[src/rtl/cpu_multisim_client_if.sv]
// Handshake bundle between the CPU, the multisim client block and the
// cpu_to_noc / noc_to_cpu channel endpoints.
interface cpu_multisim_client_if #(
    parameter int DATA_WIDTH = 64
);
    logic                  cpu_req_vld;
    logic                  cpu_req_rdy;
    logic [DATA_WIDTH-1:0] cpu_req_data;
    logic                  cpu_rsp_vld;
    logic                  cpu_rsp_rdy;
    logic [DATA_WIDTH-1:0] cpu_rsp_data;
    logic                  cpu_last;
    logic                  chan_tx_vld;
    logic                  chan_tx_rdy;
    logic [DATA_WIDTH-1:0] chan_tx_data;
    logic                  chan_rx_vld;
    logic                  chan_rx_rdy;
    logic [DATA_WIDTH-1:0] chan_rx_data;
    logic [7:0]            outstanding;
    logic                  rsp_err;
    logic                  transactions_done;

    modport slave (
        input  cpu_req_vld, cpu_req_data, cpu_rsp_rdy, cpu_last,
               chan_tx_rdy, chan_rx_vld, chan_rx_data,
        output cpu_req_rdy, cpu_rsp_vld, cpu_rsp_data,
               chan_tx_vld, chan_tx_data, chan_rx_rdy,
               outstanding, rsp_err, transactions_done
    );

    modport master (
        output cpu_req_vld, cpu_req_data, cpu_rsp_rdy, cpu_last,
               chan_tx_rdy, chan_rx_vld, chan_rx_data,
        input  cpu_req_rdy, cpu_rsp_vld, cpu_rsp_data,
               chan_tx_vld, chan_tx_data, chan_rx_rdy,
               outstanding, rsp_err, transactions_done
    );
endinterface

[src/rtl/cpu_multisim_client.sv]
// CPU-side end of the multisim CPU<->NoC link: request/response buffering,
// outstanding-transaction limiting and end-of-traffic detection.
module cpu_multisim_client #(
    parameter int DATA_WIDTH      = 64,
    parameter int TX_DEPTH        = 4,
    parameter int RX_DEPTH        = 4,
    parameter int MAX_OUTSTANDING = 8
) (
    input logic                  clk,
    input logic                  rst,
    cpu_multisim_client_if.slave bus
);
    localparam int TX_AW = $clog2(TX_DEPTH);
    localparam int RX_AW = $clog2(RX_DEPTH);
    localparam logic [7:0] MAX_OUT = 8'(MAX_OUTSTANDING);

    localparam logic [1:0] ST_RUN   = 2'd0;
    localparam logic [1:0] ST_DRAIN = 2'd1;
    localparam logic [1:0] ST_DONE  = 2'd2;

    logic [DATA_WIDTH-1:0] tx_mem [TX_DEPTH];
    logic [TX_AW:0]        tx_wptr, tx_rptr;
    logic                  tx_empty, tx_full, tx_push, tx_pop;

    logic [DATA_WIDTH-1:0] rx_mem [RX_DEPTH];
    logic [RX_AW:0]        rx_wptr, rx_rptr;
    logic                  rx_empty, rx_full, rx_push, rx_pop;

    logic [7:0] out_cnt;
    logic       err_q;
    logic [1:0] state;
    logic       done_q;

    assign tx_empty = (tx_wptr == tx_rptr);
    assign tx_full  = (tx_wptr[TX_AW] != tx_rptr[TX_AW]) &&
                      (tx_wptr[TX_AW-1:0] == tx_rptr[TX_AW-1:0]);
    assign rx_empty = (rx_wptr == rx_rptr);
    assign rx_full  = (rx_wptr[RX_AW] != rx_rptr[RX_AW]) &&
                      (rx_wptr[RX_AW-1:0] == rx_rptr[RX_AW-1:0]);

    // Readies are held low while reset is asserted so every output reads 0.
    assign bus.cpu_req_rdy  = !rst && !tx_full;
    assign bus.chan_rx_rdy  = !rst && !rx_full;
    assign bus.chan_tx_vld  = !tx_empty && (out_cnt < MAX_OUT);
    assign bus.chan_tx_data = bus.chan_tx_vld ? tx_mem[tx_rptr[TX_AW-1:0]] : '0;
    assign bus.cpu_rsp_vld  = !rx_empty;
    assign bus.cpu_rsp_data = rx_empty ? '0 : rx_mem[rx_rptr[RX_AW-1:0]];

    assign bus.outstanding       = out_cnt;
    assign bus.rsp_err           = err_q;
    assign bus.transactions_done = done_q;

    assign tx_push = bus.cpu_req_vld && bus.cpu_req_rdy;
    assign tx_pop  = bus.chan_tx_vld && bus.chan_tx_rdy;
    assign rx_push = bus.chan_rx_vld && bus.chan_rx_rdy;
    assign rx_pop  = bus.cpu_rsp_vld && bus.cpu_rsp_rdy;

    // Storage arrays need no reset: their contents are only visible through
    // the pointers, which are reset.
    always_ff @(posedge clk) begin
        if (tx_push) tx_mem[tx_wptr[TX_AW-1:0]] <= bus.cpu_req_data;
        if (rx_push) rx_mem[rx_wptr[RX_AW-1:0]] <= bus.chan_rx_data;
    end

    always_ff @(posedge clk or posedge rst) begin
        if (rst) begin
            tx_wptr <= '0;
            tx_rptr <= '0;
            rx_wptr <= '0;
            rx_rptr <= '0;
        end else begin
            if (tx_push) tx_wptr <= tx_wptr + 1'b1;
            if (tx_pop)  tx_rptr <= tx_rptr + 1'b1;
            if (rx_push) rx_wptr <= rx_wptr + 1'b1;
            if (rx_pop)  rx_rptr <= rx_rptr + 1'b1;
        end
    end

    // An unexpected response never drives the count below zero; it is only
    // flagged, and the payload is still buffered for the CPU.
    always_ff @(posedge clk or posedge rst) begin
        if (rst) begin
            out_cnt <= 8'd0;
            err_q   <= 1'b0;
        end else begin
            if (tx_pop && !rx_push)
                out_cnt <= out_cnt + 8'd1;
            else if (rx_push && !tx_pop && out_cnt != 8'd0)
                out_cnt <= out_cnt - 8'd1;
            if (rx_push && out_cnt == 8'd0)
                err_q <= 1'b1;
        end
    end

    always_ff @(posedge clk or posedge rst) begin
        if (rst) begin
            state  <= ST_RUN;
            done_q <= 1'b0;
        end else begin
            case (state)
                ST_RUN: begin
                    if (bus.cpu_last) state <= ST_DRAIN;
                end
                ST_DRAIN: begin
                    if (tx_empty && out_cnt == 8'd0 && rx_empty) begin
                        state  <= ST_DONE;
                        done_q <= 1'b1;
                    end
                end
                ST_DONE: begin
                    state  <= ST_DONE;
                    done_q <= 1'b1;
                end
                default: begin
                    state  <= ST_RUN;
                    done_q <= 1'b0;
                end
            endcase
        end
    end
endmodule

[src/flat_wrapper.sv]
// flat-port wrapper written by rule: the top's interface ports become plain ports
module cpu_multisim_client_flat 
#(
    parameter int DATA_WIDTH      = 64,
    parameter int TX_DEPTH        = 4,
    parameter int RX_DEPTH        = 4,
    parameter int MAX_OUTSTANDING = 8
)
  (clk, rst, bus_cpu_req_vld, bus_cpu_req_data, bus_cpu_rsp_rdy, bus_cpu_last, bus_chan_tx_rdy, bus_chan_rx_vld, bus_chan_rx_data, bus_cpu_req_rdy, bus_cpu_rsp_vld, bus_cpu_rsp_data, bus_chan_tx_vld, bus_chan_tx_data, bus_chan_rx_rdy, bus_outstanding, bus_rsp_err, bus_transactions_done);
  cpu_multisim_client_if #(.DATA_WIDTH(DATA_WIDTH)) bus_i ();
  input logic clk;
  input logic rst;
  input wire logic [$bits(bus_i.cpu_req_vld)-1:0] bus_cpu_req_vld;
  input wire logic [$bits(bus_i.cpu_req_data)-1:0] bus_cpu_req_data;
  input wire logic [$bits(bus_i.cpu_rsp_rdy)-1:0] bus_cpu_rsp_rdy;
  input wire logic [$bits(bus_i.cpu_last)-1:0] bus_cpu_last;
  input wire logic [$bits(bus_i.chan_tx_rdy)-1:0] bus_chan_tx_rdy;
  input wire logic [$bits(bus_i.chan_rx_vld)-1:0] bus_chan_rx_vld;
  input wire logic [$bits(bus_i.chan_rx_data)-1:0] bus_chan_rx_data;
  output wire logic [$bits(bus_i.cpu_req_rdy)-1:0] bus_cpu_req_rdy;
  output wire logic [$bits(bus_i.cpu_rsp_vld)-1:0] bus_cpu_rsp_vld;
  output wire logic [$bits(bus_i.cpu_rsp_data)-1:0] bus_cpu_rsp_data;
  output wire logic [$bits(bus_i.chan_tx_vld)-1:0] bus_chan_tx_vld;
  output wire logic [$bits(bus_i.chan_tx_data)-1:0] bus_chan_tx_data;
  output wire logic [$bits(bus_i.chan_rx_rdy)-1:0] bus_chan_rx_rdy;
  output wire logic [$bits(bus_i.outstanding)-1:0] bus_outstanding;
  output wire logic [$bits(bus_i.rsp_err)-1:0] bus_rsp_err;
  output wire logic [$bits(bus_i.transactions_done)-1:0] bus_transactions_done;
  assign bus_i.cpu_req_vld = bus_cpu_req_vld;
  assign bus_i.cpu_req_data = bus_cpu_req_data;
  assign bus_i.cpu_rsp_rdy = bus_cpu_rsp_rdy;
  assign bus_i.cpu_last = bus_cpu_last;
  assign bus_i.chan_tx_rdy = bus_chan_tx_rdy;
  assign bus_i.chan_rx_vld = bus_chan_rx_vld;
  assign bus_i.chan_rx_data = bus_chan_rx_data;
  assign bus_cpu_req_rdy = bus_i.cpu_req_rdy;
  assign bus_cpu_rsp_vld = bus_i.cpu_rsp_vld;
  assign bus_cpu_rsp_data = bus_i.cpu_rsp_data;
  assign bus_chan_tx_vld = bus_i.chan_tx_vld;
  assign bus_chan_tx_data = bus_i.chan_tx_data;
  assign bus_chan_rx_rdy = bus_i.chan_rx_rdy;
  assign bus_outstanding = bus_i.outstanding;
  assign bus_rsp_err = bus_i.rsp_err;
  assign bus_transactions_done = bus_i.transactions_done;
  cpu_multisim_client #(.DATA_WIDTH(DATA_WIDTH), .TX_DEPTH(TX_DEPTH), .RX_DEPTH(RX_DEPTH), .MAX_OUTSTANDING(MAX_OUTSTANDING)) u_core (.clk(clk), .rst(rst), .bus(bus_i));
endmodule
[config.mk]
export PLATFORM = sky130hd
export DESIGN_NAME = cpu_multisim_client_flat
export DESIGN_NICKNAME = d
export VERILOG_FILES = /design/src/rtl/cpu_multisim_client_if.sv /design/src/rtl/cpu_multisim_client.sv /design/src/flat_wrapper.sv
export SDC_FILE = /design/constraint.sdc
export NUM_CORES = 1
export LEC_CHECK = 0
export ABC_AREA = 1
export CORE_MARGIN = 2
export CORE_UTILIZATION = 55
export CTS_CLUSTER_DIAMETER = 80
export CTS_CLUSTER_SIZE = 28
export DETAILED_ROUTE_END_ITERATION = 16
export PLACE_DENSITY_LB_ADDON = 0.05
export SETUP_SLACK_MARGIN = 0.15
export SLEW_MARGIN = 10
export SYNTH_ARGS = -nofsm -noshare
export SYNTH_HDL_FRONTEND = slang
export SYNTH_SLANG_ARGS = --single-unit
[constraint.sdc]
create_clock -name clk -period 9.65 [get_ports clk]
set_input_delay 2.895 -clock clk [delete_from_list [all_inputs] [get_ports clk]]
set_output_delay 2.895 -clock clk [all_outputs]
set_load 0.005 [all_outputs]
=== Yosys cells after proc, flatten, opt, wreduce, memory -nomap -nowiden ===
Memory sizes are Yosys's and may differ from the RTL's.
Index checks and enable logic that the tools add are counted.

* Add/sub/neg operators: 6
* Order comparisons: 1
* Equal/unequal tests: 10
* Multiplexer cells: 13
* Bitwise operators: 1
* Reductions and logical operators: 28

{| class="wikitable"
|+ Operators by type and width
! kind !! number
|-
| $mux 64 || 2
|-
| $mux 8 || 2
|-
| $logic_and 1x1->1 || 15
|-
| $add 3x1->3 const B || 4
|-
| $add 8x1->8 const B || 1
|-
| $logic_not 8->1 || 1
|-
| $lt 8x4->1 const B || 1
|-
| $reduce_bool 8->1 || 1
|-
| $sub 8x1->8 const B || 1
|-
| $logic_not 1->1 || 7
|-
| $eq 3x3->1 || 2
|-
| $pmux 2 s3 || 1
|-
| $mux 1 || 5
|-
| $eq 2x2->1 || 2
|-
| $mux 2 || 2
|-
| $reduce_and 2->1 || 2
|-
| $pmux 1 s3 || 1
|-
| $eq 2x1->1 const B || 1
|-
| $eq 2x2->1 const B || 1
|-
| $logic_not 2->1 || 1
|-
| $ne 1x1->1 || 2
|-
| $ne 2x1->1 const B || 1
|-
| $ne 2x2->1 const B || 1
|-
| $reduce_bool 2->1 || 1
|-
| $not 1->1 || 1
|}

* Flip-flop bits (word level): 24
* Bits in writable memories: 512
* Input port bits: 135
* Output and inout port bits: 142
* Logic and storage cells: 69
* Memories: 2

{| class="wikitable"
|+ Memory list
! memory !! words !! bits a word !! rd ports !! clocked after Yosys merged registers in !! wr ports !! line !! RTL
|-
| u_core.rx_mem || 4 || 64 || 1 || 0 || 1 || cpu_multisim_client.sv:25 || <nowiki>logic [DATA_WIDTH-1:0] rx_mem [RX_DEPTH];</nowiki>
|-
| u_core.tx_mem || 4 || 64 || 1 || 0 || 1 || cpu_multisim_client.sv:21 || <nowiki>logic [DATA_WIDTH-1:0] tx_mem [TX_DEPTH];</nowiki>
|}

=== Depth between registers and ports, before layout ===
* Depth after elaboration: 9
* Mapped depth: 18
* Depth with buffers taken out: 18

=== Worst setup path before layout ===
No wires, ideal clock.

* Kind: in2reg
* Start point: input port rst
* End point: memory u_core.tx_mem[3][0] (enable)
* Setup time: 0.489 ns
* Arrival time: 6.621 ns
* Data required time: 9.161 ns
* Path slack: 2.539 ns
* Stages on the path: 5
* Path buffers: 0
* Path through: inv_1 > o21ai_1 > inv_2 > nand2_1 > nor2_1

* Cells in the longest elaborated chain, start to end: 5

{| class="wikitable"
|+ RTL lines
! item !! line !! RTL
|-
| from (decl) || flat_wrapper.sv:12 || <nowiki>input logic rst;</nowiki>
|-
| $logic_not 1->1 || cpu_multisim_client.sv:42 || <nowiki>assign bus.cpu_req_rdy = !rst && !tx_full;</nowiki>
|-
| $logic_and 1x1->1 || cpu_multisim_client.sv:42 ||
|-
| net bus_cpu_req_rdy || flat_wrapper.sv:20 || <nowiki>output wire logic [$bits(bus_i.cpu_req_rdy)-1:0] bus_cpu_req_rdy;</nowiki>
|-
| $logic_and 1x1->1 || cpu_multisim_client.sv:53 || <nowiki>assign tx_push = bus.cpu_req_vld && bus.cpu_req_rdy;</nowiki>
|-
| $mux 1 || cpu_multisim_client.sv:61 || <nowiki>if (tx_push) tx_mem[tx_wptr[TX_AW-1:0]] <= bus.cpu_req_data;</nowiki>
|-
| $mux 1 (not written as such) || cpu_multisim_client.sv:61 ||
|-
| to (decl) || cpu_multisim_client.sv:21 ||
|}

The timed path passes the listed nets, and every way through them passes these cells.

=== Worst setup path in the final report ===
* Start point: input port rst
* End point: output port bus_cpu_req_rdy

* Cells in the longest elaborated chain, start to end: 2

{| class="wikitable"
|+ RTL lines
! item !! line
|-
| $logic_not 1->1 || cpu_multisim_client.sv:42
|-
| $logic_and 1x1->1 || cpu_multisim_client.sv:42
|-
| to (decl) || flat_wrapper.sv:20
|}

Every way passes these cells.

==> impl_metrics.ini <==
[run_status]
status = completed

[placement]
io_buffer_count = 276
dp_hpwl_mm = 25.51
dp_cells = 2434
routabilityCongestion = 0.8168

[cts]
clockBufferDepth = 3
clockRootBuffer = clkbuf_16
cts.repair.resized = 0
cts_tree = yes
numCtsBuffers = 25
post_cts_buffers = 0
cts_num_sinks = 536
worstSkewPairLatency_ps = 560
clk_pin_slew_ps = 80
cts_hold_buf = 0
h-tree-depth = 1

[global_route]
grt_overflow_total = 0
grt_pass1_vias = 12908
grt_pass1_wl_mm = 71.13
antenna_found_initial = 6
grt_max_degree = 89
grt_usage = 0.2236

[drt]
routed_wl_mm = 46.19
drt_first_iter_violations = 895
drcViolationCount = 0
vias = 13449
vias_per_cell = 5.430
ant_nets = 0
firstDrtPassIters = 5
wl_per_cell_um = 18.65

[logic_synthesis]
yosys_warnings = 0
synth_fp_nets = 1875
netlist_area_um2 = 21350
synth_seq_cells = 536
yosysSeqAreaShare = 0.7482
ys_types = 25
syn_area_per_cell_um2 = 12.41
syn-instance-count = 1720

[worst_setup_path]
crit_path_frequent_cell = clkdlybuf4s50_1
r2r_slack_ps = 5340
arrival_ps = 4410
worstPathRequired_ps = 6760
r2r.worst_path.cells = 19
crit_path_max_fanout = 27
reg2reg_to = u_core.bus.outstanding[7]
max_stage_delay_ps = 490
path_cells = clkdlybuf4s50_1, inv_1, buf_4, o21ai_1, inv_2, clkdlybuf4s50_1
crit_type = in2out
r2r-start = u_core.tx_rptr[0]
crit_family = buffers and inverters
startpoint_type = input pin
worstSetupEndpointType = primary output
cp_slowest_cell = clkdlybuf4s50_1
cp_num_buf_inv = 5

[timing]
hold_viol_final = 0
min_period_over_period = 0.7565
rsz0062_at_grt = no
fin_tns_setup_ps = 0
report.final.slew_viol_count = 0
clock.fmax_mhz = 137.0
worst-slew-pin-transition_ps = 1051
fin_crit_ps = 7301
finalClockSkew_ps = 22.24
setup_viol = 0
relSlewSlack = 0.2995

[hold_path]
whs_endpoint = u_core.state[1]
min_from = u_core.state[1]
hold_depth = 2
worstHoldPathType = reg2reg

[finish]
final_util = 0.6583
area_growth_pct = 18.60
layout_common_cells = edfxtp_1 (512), nor2_1 (392), clkdlybuf4s50_1 (276)
layout.nets = 2098
drive_gt1_frac = 0.03836
layout_commonest_cell = edfxtp_1
fin_cells = 2477

[pwr]
p_leak_nw = 8.867
powerDensity_nw_per_um2 = 281.8
irDropWorstVdd_uv = 178.4

[floorplanning]
die_h_um = 201.0
num_rows = 72
chipWidth_um = 201.0
io_pins = 277
start_util = 0.5551
dieArea_um2 = 40410
core_um2 = 38470

[run]
maxCapViolCount = 0
==> layer usage <==
metal / up-vias / routed length, um / GRT usage
li1: 6464 / - / -
met1: 6557 / 20210 / 0.3163
met2: 376 / 22090 / 0.3700
met3: 48 / 2991 / 0.03718
met4: 4 / 871 / 0.04815
met5: - / 26 / 0
==> worst max path at each step <==
stage	start	cells after the start	end	slack [ps]
floorplan	rst	5	u_core.tx_mem[3][0]	2540
global placement	rst	6	bus_cpu_req_rdy	2360
detailed placement	rst	6	bus_cpu_req_rdy	2340
CTS	rst	6	bus_cpu_req_rdy	2330
global route	rst	6	bus_cpu_req_rdy	2220
finish	rst	6	bus_cpu_req_rdy	2350
==> synthesized netlist by cell type (all sizes together) <==
master  number  area, um2
buf         47      227.7
nor2       401       1513
xor2        12      105.1
a21oi       70      350.3
nand2      126      483.0
or2          1      6.260
ha          19      237.7
nand3       16      85.08
fa           1      20.02
o21ai      265       1326
clkbuf      52      195.2
o22ai       64      400.4
dfrtp       24      600.6
inv        106      397.9
o21bai       1      7.510
xnor2        1      8.760
nand4        2      12.51
edfxtp     512      15370
==> flip-flops by register name, summed over array words and instances, names as in the netlist, 2 cells and up <==
register                flops
u_core.rx_mem             256
u_core.tx_wptr              3
u_core.tx_mem             256
u_core.tx_rptr              3
u_core.bus.outstanding      8
u_core.rx_rptr              3
u_core.state                2
u_core.rx_wptr              3
==> power by group <==
group | internal, mW | total [mW] | switching (mW)
clock | 0.516 | 1.21 | 0.697
combinational | 1.22 | 2.91 | 1.68
sequential | 2.86 | 3.02 | 0.155
==> stage by stage <==
| stage | instance area, um2 | setup WS, ps | total power, mW | hold slack, ps |
|---|---|---|---|---|
| 5_1_grt | 25320 | 2215 | 7.598 | 522.8 |
| 3_3_place_gp | 24550 | 2357 | 5.948 | 459.3 |
| 6_report | 25320 | 2349 | 7.136 | 484.7 |
| 2_1_floorplan | 21350 | 2539 | 4.672 | 441.9 |
| 4_1_cts | 25310 | 2326 | 7.200 | 489.1 |
| 3_5_place_dp | 24550 | 2338 | 5.999 | 470.5 |
==> layout make-up <==
type,count,area [um2]
clock buffer,32,673.1
fill,2906,13140
sequential,536,15990
antenna,4,10.01
clock inverter,7,86.33
multi-input combinational,979,4616
timing repair buffer,295,2905
inverter,106,399.1
tap,518,648.1
==> cells by family after synthesis <==
kind of cell / Yosys count / share of synthesized area
buffers and inverters: 205 / 0.03844
XOR/XNOR: 13 / 0.005333
flip-flops: 536 / 0.7482
AO/OA/AOI/OAI: 400 / 0.09763
AND/OR/NAND/NOR: 546 / 0.09833
adder cells (fa/ha/maj): 20 / 0.01207
==> worst register-to-register path, stage by stage (launching register included) <==
cell and delay (ps):
dfrtp_4 720, inv_2 840, nand2_1 150, nand2_1 110
nand3_1 130, nand2_2 70, buf_4 640, nor2_4 120
nand2_2 290, ha_1 340, a21oi_1 140, nand2_1 110
nand2_1 80, nor2_1 40, nor2_1 130, inv_1 60
nand2_1 70, nand2_1 50, nand2_1 50, nand2_1 50
No activity file was read; power rests on OpenSTA's default activity.
